===== src/rtl/instruction_decoder.sv =====
// Instruction decoder: turns each 8-bit program word into sequencer/datapath strobes,
// and owns the zero flag, the reset synchroniser and the debug instruction register.
module instruction_decoder #(
    parameter int         SYNC_STAGES = 2,
    parameter logic [7:0] NOP_OPCODE  = 8'hC8
) (
    input  logic       clk,
    input  logic       reset_n,
    input  logic [7:0] pm_data,
    input  logic       alu_zero,
    output logic       sync_reset,
    output logic       jmp,
    output logic       jmp_nz,
    output logic [3:0] jmp_addr,
    output logic       dont_jmp,
    output logic       load_instr,
    output logic       NOPC8,
    output logic [8:0] reg_en,
    output logic [3:0] src_sel,
    output logic       x_sel,
    output logic       y_sel,
    output logic [2:0] alu_func,
    output logic [7:0] ir
);

    logic [SYNC_STAGES-1:0] sync_chain_r;
    logic                   flag_r;
    logic [7:0]             ir_r;

    logic       jmp_s;
    logic       jmp_nz_s;
    logic       load_s;
    logic       nop_s;
    logic       alu_s;
    logic [8:0] reg_en_s;
    logic [3:0] src_sel_s;
    logic       x_sel_s;
    logic       y_sel_s;
    logic [2:0] alu_func_s;

    // Reset synchroniser: asserts asynchronously, releases after SYNC_STAGES edges.
    always_ff @(posedge clk or negedge reset_n) begin
        if (!reset_n) begin
            sync_chain_r <= {SYNC_STAGES{1'b1}};
        end else begin
            sync_chain_r[0] <= 1'b0;
            for (int i = 1; i < SYNC_STAGES; i++) begin
                sync_chain_r[i] <= sync_chain_r[i-1];
            end
        end
    end

    assign sync_reset = sync_chain_r[SYNC_STAGES-1];

    // Raw instruction-class decode; the NOP word is checked first so it masks the ALU class.
    always_comb begin
        jmp_s      = 1'b0;
        jmp_nz_s   = 1'b0;
        load_s     = 1'b0;
        nop_s      = 1'b0;
        alu_s      = 1'b0;
        reg_en_s   = 9'h000;
        src_sel_s  = 4'h0;
        x_sel_s    = 1'b0;
        y_sel_s    = 1'b0;
        alu_func_s = 3'h0;
        if (pm_data == NOP_OPCODE) begin
            nop_s = 1'b1;
        end else begin
            case (pm_data[7:6])
                2'b00, 2'b01: begin
                    load_s    = 1'b1;
                    reg_en_s  = 9'h001 << pm_data[6:4];
                    src_sel_s = 4'h8;
                end
                2'b10: begin
                    reg_en_s  = 9'h001 << pm_data[5:3];
                    src_sel_s = {1'b0, pm_data[2:0]};
                end
                2'b11: begin
                    if (!pm_data[5]) begin
                        alu_s      = 1'b1;
                        reg_en_s   = 9'h100;
                        x_sel_s    = pm_data[4];
                        y_sel_s    = pm_data[3];
                        alu_func_s = pm_data[2:0];
                    end else if (pm_data[4]) begin
                        jmp_nz_s = 1'b1;
                    end else begin
                        jmp_s = 1'b1;
                    end
                end
                default: begin
                    reg_en_s = 9'h000;
                end
            endcase
        end
    end

    // Output gating: every decode strobe is forced low while the sequencer is held in reset.
    always_comb begin
        jmp        = 1'b0;
        jmp_nz     = 1'b0;
        jmp_addr   = 4'h0;
        load_instr = 1'b0;
        NOPC8      = 1'b0;
        reg_en     = 9'h000;
        src_sel    = 4'h0;
        x_sel      = 1'b0;
        y_sel      = 1'b0;
        alu_func   = 3'h0;
        if (sync_reset) begin
            reg_en = 9'h000;
        end else begin
            jmp        = jmp_s;
            jmp_nz     = jmp_nz_s;
            jmp_addr   = pm_data[3:0];
            load_instr = load_s;
            NOPC8      = nop_s;
            reg_en     = reg_en_s;
            src_sel    = src_sel_s;
            x_sel      = x_sel_s;
            y_sel      = y_sel_s;
            alu_func   = alu_func_s;
        end
    end

    // Zero flag: captured only on a real ALU instruction outside reset.
    always_ff @(posedge clk or negedge reset_n) begin
        if (!reset_n) begin
            flag_r <= 1'b0;
        end else if (!sync_reset && alu_s) begin
            flag_r <= alu_zero;
        end else begin
            flag_r <= flag_r;
        end
    end

    // Debug copy of the instruction word.
    always_ff @(posedge clk or negedge reset_n) begin
        if (!reset_n) begin
            ir_r <= 8'h00;
        end else if (sync_reset) begin
            ir_r <= 8'h00;
        end else begin
            ir_r <= pm_data;
        end
    end

    assign dont_jmp = flag_r;
    assign ir       = ir_r;

endmodule

===== config.mk =====
export PLATFORM = sky130hd
export DESIGN_NAME = instruction_decoder
export DESIGN_NICKNAME = d
export VERILOG_FILES = /design/src/rtl/instruction_decoder.sv
export SDC_FILE = /design/constraint.sdc
export NUM_CORES = 1
export LEC_CHECK = 0
export CAP_MARGIN = 20
export CORE_UTILIZATION = 32
export DETAILED_ROUTE_END_ITERATION = 7
export GPL_TIMING_DRIVEN = 0
export HOLD_SLACK_MARGIN = 0.15
export PLACE_DENSITY = 0.8
export SLEW_MARGIN = 30
export SYNTH_ARGS = -nofsm -noshare
export SYNTH_HDL_FRONTEND = slang
export SYNTH_SLANG_ARGS = --single-unit
export TNS_END_PERCENT = 50

===== constraint.sdc =====
create_clock -name clk -period 1.95 [get_ports clk]
set_input_delay 0.39 -clock clk [delete_from_list [all_inputs] [get_ports clk]]
set_output_delay 0.39 -clock clk [all_outputs]
set_load 0.02 [all_outputs]

Yosys cells after proc, flatten, opt, wreduce, memory -nomap -nowiden --
Cells that the tools add are included.
Operators by class: eq/ne operators 4, shift operators 2, mux-type cells 39, reduce and logical (&&, ||, !) cells 4
Operator list (count):
- two-way mux 9 bit | 3
- one-hot mux 9 bit (3 select lines) | 1
- two-way mux 1 bit | 26
- left shift 1 x 3 -> 9 bit (first input constant) | 2
- two-way mux 3 bit | 4
- two-way mux 4 bit | 3
- == test 8 bit (second input constant) | 1
- two-way mux 8 bit | 1
- one-hot mux 4 bit (2 select lines) | 1
- == test 2 bit (second input constant) | 2
- == test 2 x 1 -> 1 bit (second input constant) | 1
- logical NOT 2 bit | 1
- OR reduction 2 bit | 1
- logical AND 1 bit | 1
- logical NOT 1 bit | 1
Storage, ports and cells: flip-flop bits (word level) 11, output and inout port bits 36, word-level logic and storage cells 52

Longest topological paths before layout --
Gate-level depths: netlist of the first run.
depth after elaboration 5, mapped depth 4, mapped depth without buffers 3

Worst setup path after synthesis of the first run --
No wires, ideal clock.
path kind input-to-output, start input port pm_data[4], end output port reg_en[1], data arrival time 1625 ps, data required time 1560 ps, slack -65 ps, stages on the path 4, cells stage by stage buf_2 > inv_1 > mux2_2 > nor4_1
On the way: cells in the longest elaborated chain, start to end 4, elaborated cells between the ends (all ways) 6
RTL lines:
- start: declaration | line 9 | input logic [7:0] pm_data,
- left shift 1 x 3 -> 9 bit, on equally long branches | line 77, 73
- one-hot mux 9 bit (3 select lines) | line 70 | case (pm_data[7:6])
- two-way mux 9 bit * | line 67 | if (pm_data == NOP_OPCODE) begin
- two-way mux 9 bit * | line 112 | if (sync_reset) begin
- end: declaration | line 18 | output logic [8:0] reg_en,
Mark *: on every way between the ends. The rest lies on a longest branch, timed or not.

Worst setup path after layout of the first run --
start input port pm_data[0], end output port NOPC8
On the way: cells in the longest elaborated chain, start to end 3
RTL lines:
- == test 8 bit | line 67
- two-way mux 1 bit | line 67
- two-way mux 1 bit | line 112
- end: declaration | line 17 | output logic NOPC8,
Every way passes these cells.

==> results.cfg, run 1 <==
[floorplanning]
die_x_um = 47.70
die_area_um2 = 2275
die_y_um = 47.70
rows = 16
pin_count = 47
coreArea_um2 = 1962
initial_core_util_pct = 34.06

[power_and_ir_drop]
ir_worst_vdd_uv = 243.2
power_density_nw_per_um2 = 485.3
power.leakage_nw = 0.6022

[logic_synthesis]
synth_top_family_by_area = simple AND/OR/NAND/NOR gates
async_flop_share_pct = 100.0
synth_cell_type_count = 30
synthCells = 72
muxShareOfSynthArea_pct = 5.431
synth_compound_area_share_pct = 7.116
synth_top_area_share_pct = 33.71
ys_warn_count = 0
ys_seq_area_share_pct = 41.57
synth_adder_area_share_pct = 0
yosys.area.top_type = dfrtp_1
syn_area_per_cell_um2 = 9.280
synthFlopType = dfrtp_1
mappedNetlistNets = 83
synth_edf_count = 0
synth_common_cells = dfrtp_1, nor2_1, nor2b_1, and2_2, nor3_1
synthSimpleGateAreaFrac_pct = 39.89
yosys_register_bits = 11
ys_top_cells_by_area = dfrtp_1, dfstp_2, nor2b_1
synth-xor-area-share_pct = 0
syn-cell-area_um2 = 668.1

[critical_path]
required_ps = 1560
rrSetupSlack_ps = 580
start_kind = input pin
cp_max_fo = 4
path_buf_inv = 2
cp-end-kind = output pin
crit_chain = clkdlybuf4s50_1 -> nor3_4 -> and3_2 -> clkdlybuf4s15_2
critPathSlowestCell = clkdlybuf4s50_1
max_stage_delay_ps = 480
reg2reg_depth = 3
crit_type = in2out
arrival_ps = 1510
reg2reg_to = dont_jmp
cp_top_family = buffers and inverters
crit-reg2reg-launch = sync_chain_r[1]

[drt]
first_pass_iters = 4
avgViaCountPerCell = 4.716
via_count = 731
drtIter0Drc = 13
drtAntennaViolNets = 0
remaining_drc_errors = 0
routed_wl_um = 2059
wl_per_cell_um = 13.28

[sta]
period_share_pct = 97.67
timing.final.ws_setup_ps = 45.53
rsz0062_at_grt = true
fin_crit_ps = 1904
setup_viol = 0
timing.final.max_slew_violations = 0
max_freq_mhz = 525.1
hold_viol_final = 0
fin_worst_skew_ps = 8.757

[min_path]
hold_path.class = reg2reg
min_path_cells = 0
min_from = sync_chain_r[0]
whs_endpoint = sync_chain_r[1]

[clock_tree]
cts_made_buffers = 3
clock_latency_ps = 270
clockBufferDepth = 2
clock-root-buffer = clkbuf_4
htree_levels = 1
clock_sinks = 11
cts_tree = yes
clk_pin_slew_ps = 60
cts_hold_buf = 0

[placed_design]
pre_cts_slack_ps = -780.0
hpwl_um = 1438
portBuffers = 45
postPlaceCellArea_um2 = 1159
place.gp.congestion = 0.7456

[global_routing]
grt_pass1_vias = 636
grt_pass1_wl_um = 2904
antenna_found_initial = 0
grt_max_degree = 12
overflow = 0
gr-usage-all-layers_pct = 18.98

[finish]
drive_gt1_share_pct = 42.19
stdcell_area_um2 = 1236
insertedDiodeCount = 0
layout.nets = 140
synthToLayoutAreaGrowth_pct = 85.02

[job]
cap_viol_max_count = 0

[run_status]
status = finished clean
-- through the flow --
step                std cells  total power, mW  util, %  hold slack, ps  setup TNS, ps
floorplan                  72           0.3502        -           94.41              0
global placement          144           0.4416    59.06           346.2         -11740
detailed placement        144           0.4453    59.06           353.2         -12170
CTS                       155           0.6091    65.43           362.1         -18.66
global route              155           0.6345    63.01           365.0         -16.51
finish                    155           0.6000    63.01           359.6              0
-- timing repair --
item,4_1_cts,5_1_grt
cloned,1,0
pin swaps,0,1
gates resized for setup,92,18
buffers inserted,6,0
endpoints found under the setup margin,26,19
endpoints found under the hold margin,0,0
-- area by class of cell --
type	instances	area, µm²
fill	180	725.7
inverter	2	10.01
tap	27	33.78
sequential	11	277.8
clock buffer	4	26.28
multi-input combinational	54	396.6
timing repair buffer	52	436.7
buffer	5	55.05
-- worst register-to-register path, stage by stage, from the launching register on --
cell and delay [ps]:
dfstp_2 390, and4bb_4 330, a21boi_4 230, mux2_4 310
-- metal layers --
layer  up-vias  track usage, %  wire length (µm)
li1        357               -                 -
met1       336           20.87               761
met2        33           33.51              1103
met3         5           4.151               141
met4         0           10.56                52
met5         -               0                 0
-- power by group --
part	switching [mW]	leakage, nW	total, mW	internal (mW)
clock	0.0685	0.0150	0.147	0.0789
combinational	0.104	0.451	0.200	0.0965
sequential	0.00690	0.136	0.252	0.245
-- logic make-up (layout without fill, tap and decap cells) --
kind of cell,Yosys count,in the layout
other cells,1,1
compound gates,6,6
flops,11,11
simple gates,44,44
buf+inv,7,63
mux,3,3
-- cells in the final DEF, fill, tap and decap left out, drive strengths merged, types with 3 or more instances in the layout --
cell type and n:
clkdlybuf4s50 12, and2 8, nor2b 8, buf 19, dlygate4sd2 10, clkbuf 11, nor2 9, dfrtp 9
nor3b 3, nor3 4, and3 3, clkdlybuf4s15 8
-- registers in the layout, summed over array words and instances (netlist names) --
signal        flops
dont_jmp          1
ir                8
sync_chain_r      2
-- how the worst max path moves through the flow --
stage / from / endpoint / slack, ps / cells after the start
detailed placement: pm_data[6] / reg_en[5] / -780 / 6
floorplan: pm_data[6] / reg_en[4] / 150 / 4
global route: pm_data[0] / NOPC8 / -10 / 4
finish: pm_data[0] / NOPC8 / 50 / 4
global placement: pm_data[6] / reg_en[4] / -740 / 6
CTS: sync_chain_r[1] / y_sel / -20 / 4
Note: power is estimated with default switching activity, not from simulation.
==> inputs of run 2 (changes only) <==
- CORE_MARGIN: default -> 2
==> run 2 against run 1 <==
Clock skew fell by 8.1 ps. Global-route usage fell by 2.0 points. Final area fell by 3.1%. Via count fell by 1.5%. Setup slack got worse by 13 ps.
==> results.cfg, run 2 (same netlist as run 1, synthesis figures left out) <==
[finish]
insertedDiodeCount = 0
stdcell_count = 152
fill_cells = 185
layout_common_cells = dlygate4sd2_1, clkdlybuf4s50_1, nor2_1, dfrtp_1, clkbuf_2
final_common_cell = dlygate4sd2_1
layout.nets = 137
fin_util_pct = 61.03
largest_register_ffs = 8
synthToLayoutAreaGrowth_pct = 79.21
multi_input_area_um2 = 386.6
regArea_um2 = 277.8
drive_gt1_share_pct = 40.00
stdcell_area_um2 = 1197

[power_and_ir_drop]
internal_power_mw = 0.4130
combPwrFrac_pct = 32.5
swShare_pct = 29.43
p_sw_mw = 0.1722
seq_power_share_pct = 43.0
power.leakage_nw = 0.5743
power_density_nw_per_um2 = 488.7
clockPowerShare_pct = 24.6
ir_worst_vdd_uv = 225.1
power_mw = 0.5852

[sta]
hold_viol_final = 0
fin_crit_ps = 1918
max_freq_mhz = 521.4
rsz0062_at_grt = true
setup_viol = 0
fin_worst_skew_ps = 0.6570
period_share_pct = 98.35
timing.final.max_slew_violations = 0
setup_tns_ps = 0

[clock_tree]
cts_made_buffers = 3
clock_latency_ps = 260
cts_tree = yes
clock-root-buffer = clkbuf_4
clock_sinks = 11
clk_pin_slew_ps = 60
clockBufferDepth = 2
htree_levels = 1
cts_hold_buf = 0

[critical_path]
crit_start = pm_data[4]
start_kind = input pin
crit-reg2reg-launch = sync_chain_r[1]
rrSetupSlack_ps = 480
cp_max_fo = 10
crit_type = in2out
reg2reg_depth = 4
reg2reg_to = dont_jmp
required_ps = 1560
arrival_ps = 1530
endpoint = reg_en[1]
cp-end-kind = output pin

[global_routing]
grt_max_degree = 12
antenna_found_initial = 0
grt_pass1_wl_um = 3256
grt_pass1_vias = 713
overflow = 0
gr-usage-all-layers_pct = 16.97

[placed_design]
dp.cells = 144
portBuffers = 45
postPlaceCellArea_um2 = 1159
place.gp.congestion = 0.7326
hpwl_um = 1428

[floorplanning]
initial_core_util_pct = 34.06
rows = 16
pin_count = 47
coreArea_um2 = 1962
die_y_um = 49.70
die_area_um2 = 2470
die_x_um = 49.70

[run_status]
status = finished clean

[drt]
wl_per_cell_um = 12.61
via_count = 720
remaining_drc_errors = 0
first_pass_iters = 4
drtIter0Drc = 8
drtAntennaViolNets = 0
routed_wl_um = 1917
avgViaCountPerCell = 4.737

[min_path]
hold_path.class = reg2reg
min_from = sync_chain_r[0]

[job]
cap_viol_max_count = 0
run 2: routing by layer:
layer  track usage, %  part of all wire, %
met3            4.848                  8.6
met4            7.407                  1.7
met1            18.92                   38
met5                0                    0
met2            29.78                   52
run 2: what timing repair did:
item,CTS,global route
pin swaps,4,0
gates resized for setup,90,15
buffers inserted,4,0
cloned,0,0
endpoints found under the setup margin,26,13
run 2: final cells by class:
class	count	share of cell area (%)
Inverter	2	0.8359
Buffer	5	4.598
Tap cell	27	2.821
Sequential cell	11	23.20
Timing Repair Buffer	49	34.06
Multi-Input combinational cell	54	32.29
Clock buffer	4	2.194
run 2: stage by stage:
stage / hold slack [ps] / worst slack (ps)
2_1_floorplan: 94.41 / 148.6
3_3_place_gp: 346.4 / -757.3
3_5_place_dp: 350.3 / -786.2
4_1_cts: 360.4 / 2.716
5_1_grt: 361.2 / -39.73
6_report: 357.5 / 32.16
run 2: worst max-delay path, stage by stage:
cell and delay (ps):
dlygate4sd2_1 260, buf_6 150, inv_4 80, mux2_2 340
nor4_2 130, buf_4 180
run 2: how the worst min path moves through the flow:
stage / to / slack, ps / depth (start not counted)
final: sync_chain_r[1] / 360 / 0
after detailed placement: sync_chain_r[1] / 350 / 0
after floorplan: dont_jmp / 90 / 0
after global placement: sync_chain_r[1] / 350 / 0
after global routing: sync_chain_r[1] / 360 / 0
after CTS: sync_chain_r[1] / 360 / 0
run 2: power groups by stage:
stage | clock, mW | combinational [mW] | sequential [mW]
detailed placement | 0 | 0.188 | 0.257
floorplan | 0 | 0.0756 | 0.275
finish | 0.144 | 0.190 | 0.251
global placement | 0 | 0.186 | 0.257
global route | 0.159 | 0.204 | 0.254
CTS | 0.153 | 0.191 | 0.252
==> inputs of run 3 (changes only) <==
- SKIP_LAST_GASP: default -> 1
==> run 3 against run 2 <==
The flow now finishes with violations (negative setup slack). Clock-buffer cell count unchanged. Routed wire length grew 1.4%. Fmax fell by 2.8%. Sequential power is essentially flat. Critical path depth decreased by 3. Largest cell class unchanged. Highest routed layer unchanged.
==> results.cfg, run 3 (same netlist as run 1, synthesis figures left out) <==
[critical_path]
max_stage_delay_ps = 570
required_ps = 1560
cp_top_family = flip-flops
path_buf_inv = 1
crit_chain = and4bb_4 -> and2_2 -> dlygate4sd2_1
cp_max_fo = 6
crit-reg2reg-launch = sync_chain_r[1]
reg2reg_to = dont_jmp
crit_type = reg2out
start_kind = flip-flop
reg2reg_depth = 4
arrival_ps = 1580
critPathSlowestCell = dfstp_2
rrSetupSlack_ps = 440
cp-end-kind = output pin

[sta]
hold_viol_final = 0
timing.final.max_slew_violations = 0
timing.final.ws_setup_ps = -22.19
period_share_pct = 101.1
fin_crit_ps = 1972
fin_worst_skew_ps = 0.3541
max_freq_mhz = 507.1
setup_viol = 4
rsz0062_at_grt = true

[floorplanning]
coreArea_um2 = 1962
die_area_um2 = 2470
die_x_um = 49.70
rows = 16
pin_count = 47
initial_core_util_pct = 34.06
die_y_um = 49.70

[clock_tree]
cts_made_buffers = 3
clock-root-buffer = clkbuf_4
clockBufferDepth = 2
clk_pin_slew_ps = 60
cts_tree = yes
clock_latency_ps = 260
clock_sinks = 11
htree_levels = 1

[global_routing]
overflow = 0
grt_max_degree = 12
grt_pass1_vias = 705
gr-usage-all-layers_pct = 16.97
grt_pass1_wl_um = 3256
antenna_found_initial = 0

[min_path]
min_path_cells = 0
min_from = sync_chain_r[0]
hold_path.class = reg2reg
whs_endpoint = sync_chain_r[1]

[finish]
synthToLayoutAreaGrowth_pct = 81.27
insertedDiodeCount = 0
layout_common_cells = dlygate4sd2_1, clkdlybuf4s50_1, nor2_1, dfrtp_1
stdcell_area_um2 = 1211
drive_gt1_share_pct = 34.40
largest_register_ffs = 8
layout.nets = 137
final_common_cell = dlygate4sd2_1

[run_status]
violations = negative setup slack
status = finished with violations

[drt]
avgViaCountPerCell = 4.743
first_pass_iters = 4
wl_per_cell_um = 12.78
via_count = 721
drtAntennaViolNets = 0
routed_wl_um = 1943
drtIter0Drc = 8
remaining_drc_errors = 0

[job]
cap_viol_max_count = 0

[placed_design]
hpwl_um = 1428
portBuffers = 45
pre_cts_slack_ps = -786.2
place.gp.congestion = 0.7326
postPlaceCellArea_um2 = 1159

[power_and_ir_drop]
ir_worst_vdd_uv = 226.8
power.leakage_nw = 0.6514
power_density_nw_per_um2 = 483.7
==> run 3: changes by cell type in the layout (fill, tap and decap cells not counted), sizes merged <==
cell           before  now
dlymetal6s2s        0    5
clkbuf             13   10
clkdlybuf4s15       6    2
dlygate4sd2        14   16
==> run 3: how the worst max path moves through the flow <==
stage	slack [ps]	end	depth (start not counted)	start
final	-20	x_sel	3	sync_chain_r[1]
after detailed placement	-790	reg_en[4]	6	pm_data[6]
after CTS	-70	src_sel[3]	3	sync_chain_r[1]
after global placement	-760	reg_en[4]	6	pm_data[6]
after floorplan	150	reg_en[4]	4	pm_data[6]
after global routing	-60	x_sel	3	sync_chain_r[1]
==> run 3: routing by layer <==
metal	global-route usage (%)	up-vias	routed length (µm)
li1	-	350	-
met2	29.78	33	1024
met3	3.636	2	124
met5	0	-	0
met1	19.69	336	777
met4	7.407	0	17
==> run 3: final cells by class <==
type | count | area (µm²)
flip-flops and latches | 11 | 277.8
multi-input cells | 54 | 386.6
fillers | 188 | 750.7
inverters | 2 | 10.01
plain buffers | 5 | 51.30
well taps | 27 | 33.78
clock buffers | 4 | 26.28
repair buffers | 49 | 425.4
==> run 3: worst reg2reg max path, stage by stage (launching register included) <==
cell      delay [ps]
dfstp_2          570
and4bb_4         260
a21boi_4         140
buf_4            140
mux2_4           280
==> run 3: report_power, final <==
| part | switching, mW | internal (mW) | total [mW] |
|---|---|---|---|
| Combinational | 0.101 | 0.0905 | 0.192 |
| Clock | 0.0639 | 0.0788 | 0.143 |
| Sequential | 0.00633 | 0.245 | 0.252 |
| Total | 0.171 | 0.414 | 0.586 |
==> run 3: per-stage QoR <==
step | instances | power (mW) | util [%] | hold slack, ps | setup TNS (ps)
6_report | 152 | 0.5859 | 61.73 | 357.7 | -64.24
3_5_place_dp | 144 | 0.4454 | 59.06 | 350.3 | -12220
4_1_cts | 152 | 0.5989 | 62.69 | 360.4 | -455.7
2_1_floorplan | 72 | 0.3502 | - | 94.41 | 0
3_3_place_gp | 144 | 0.4426 | 59.06 | 346.4 | -11960
5_1_grt | 152 | 0.6191 | 61.73 | 361.2 | -501.6
==> run 3: what timing repair did <==
item,4_1_cts,5_1_grt
endpoints found under the setup margin,26,22
gates resized for setup,77,12
hold buffers,0,0
buffers inserted,4,0
pin swaps,3,0
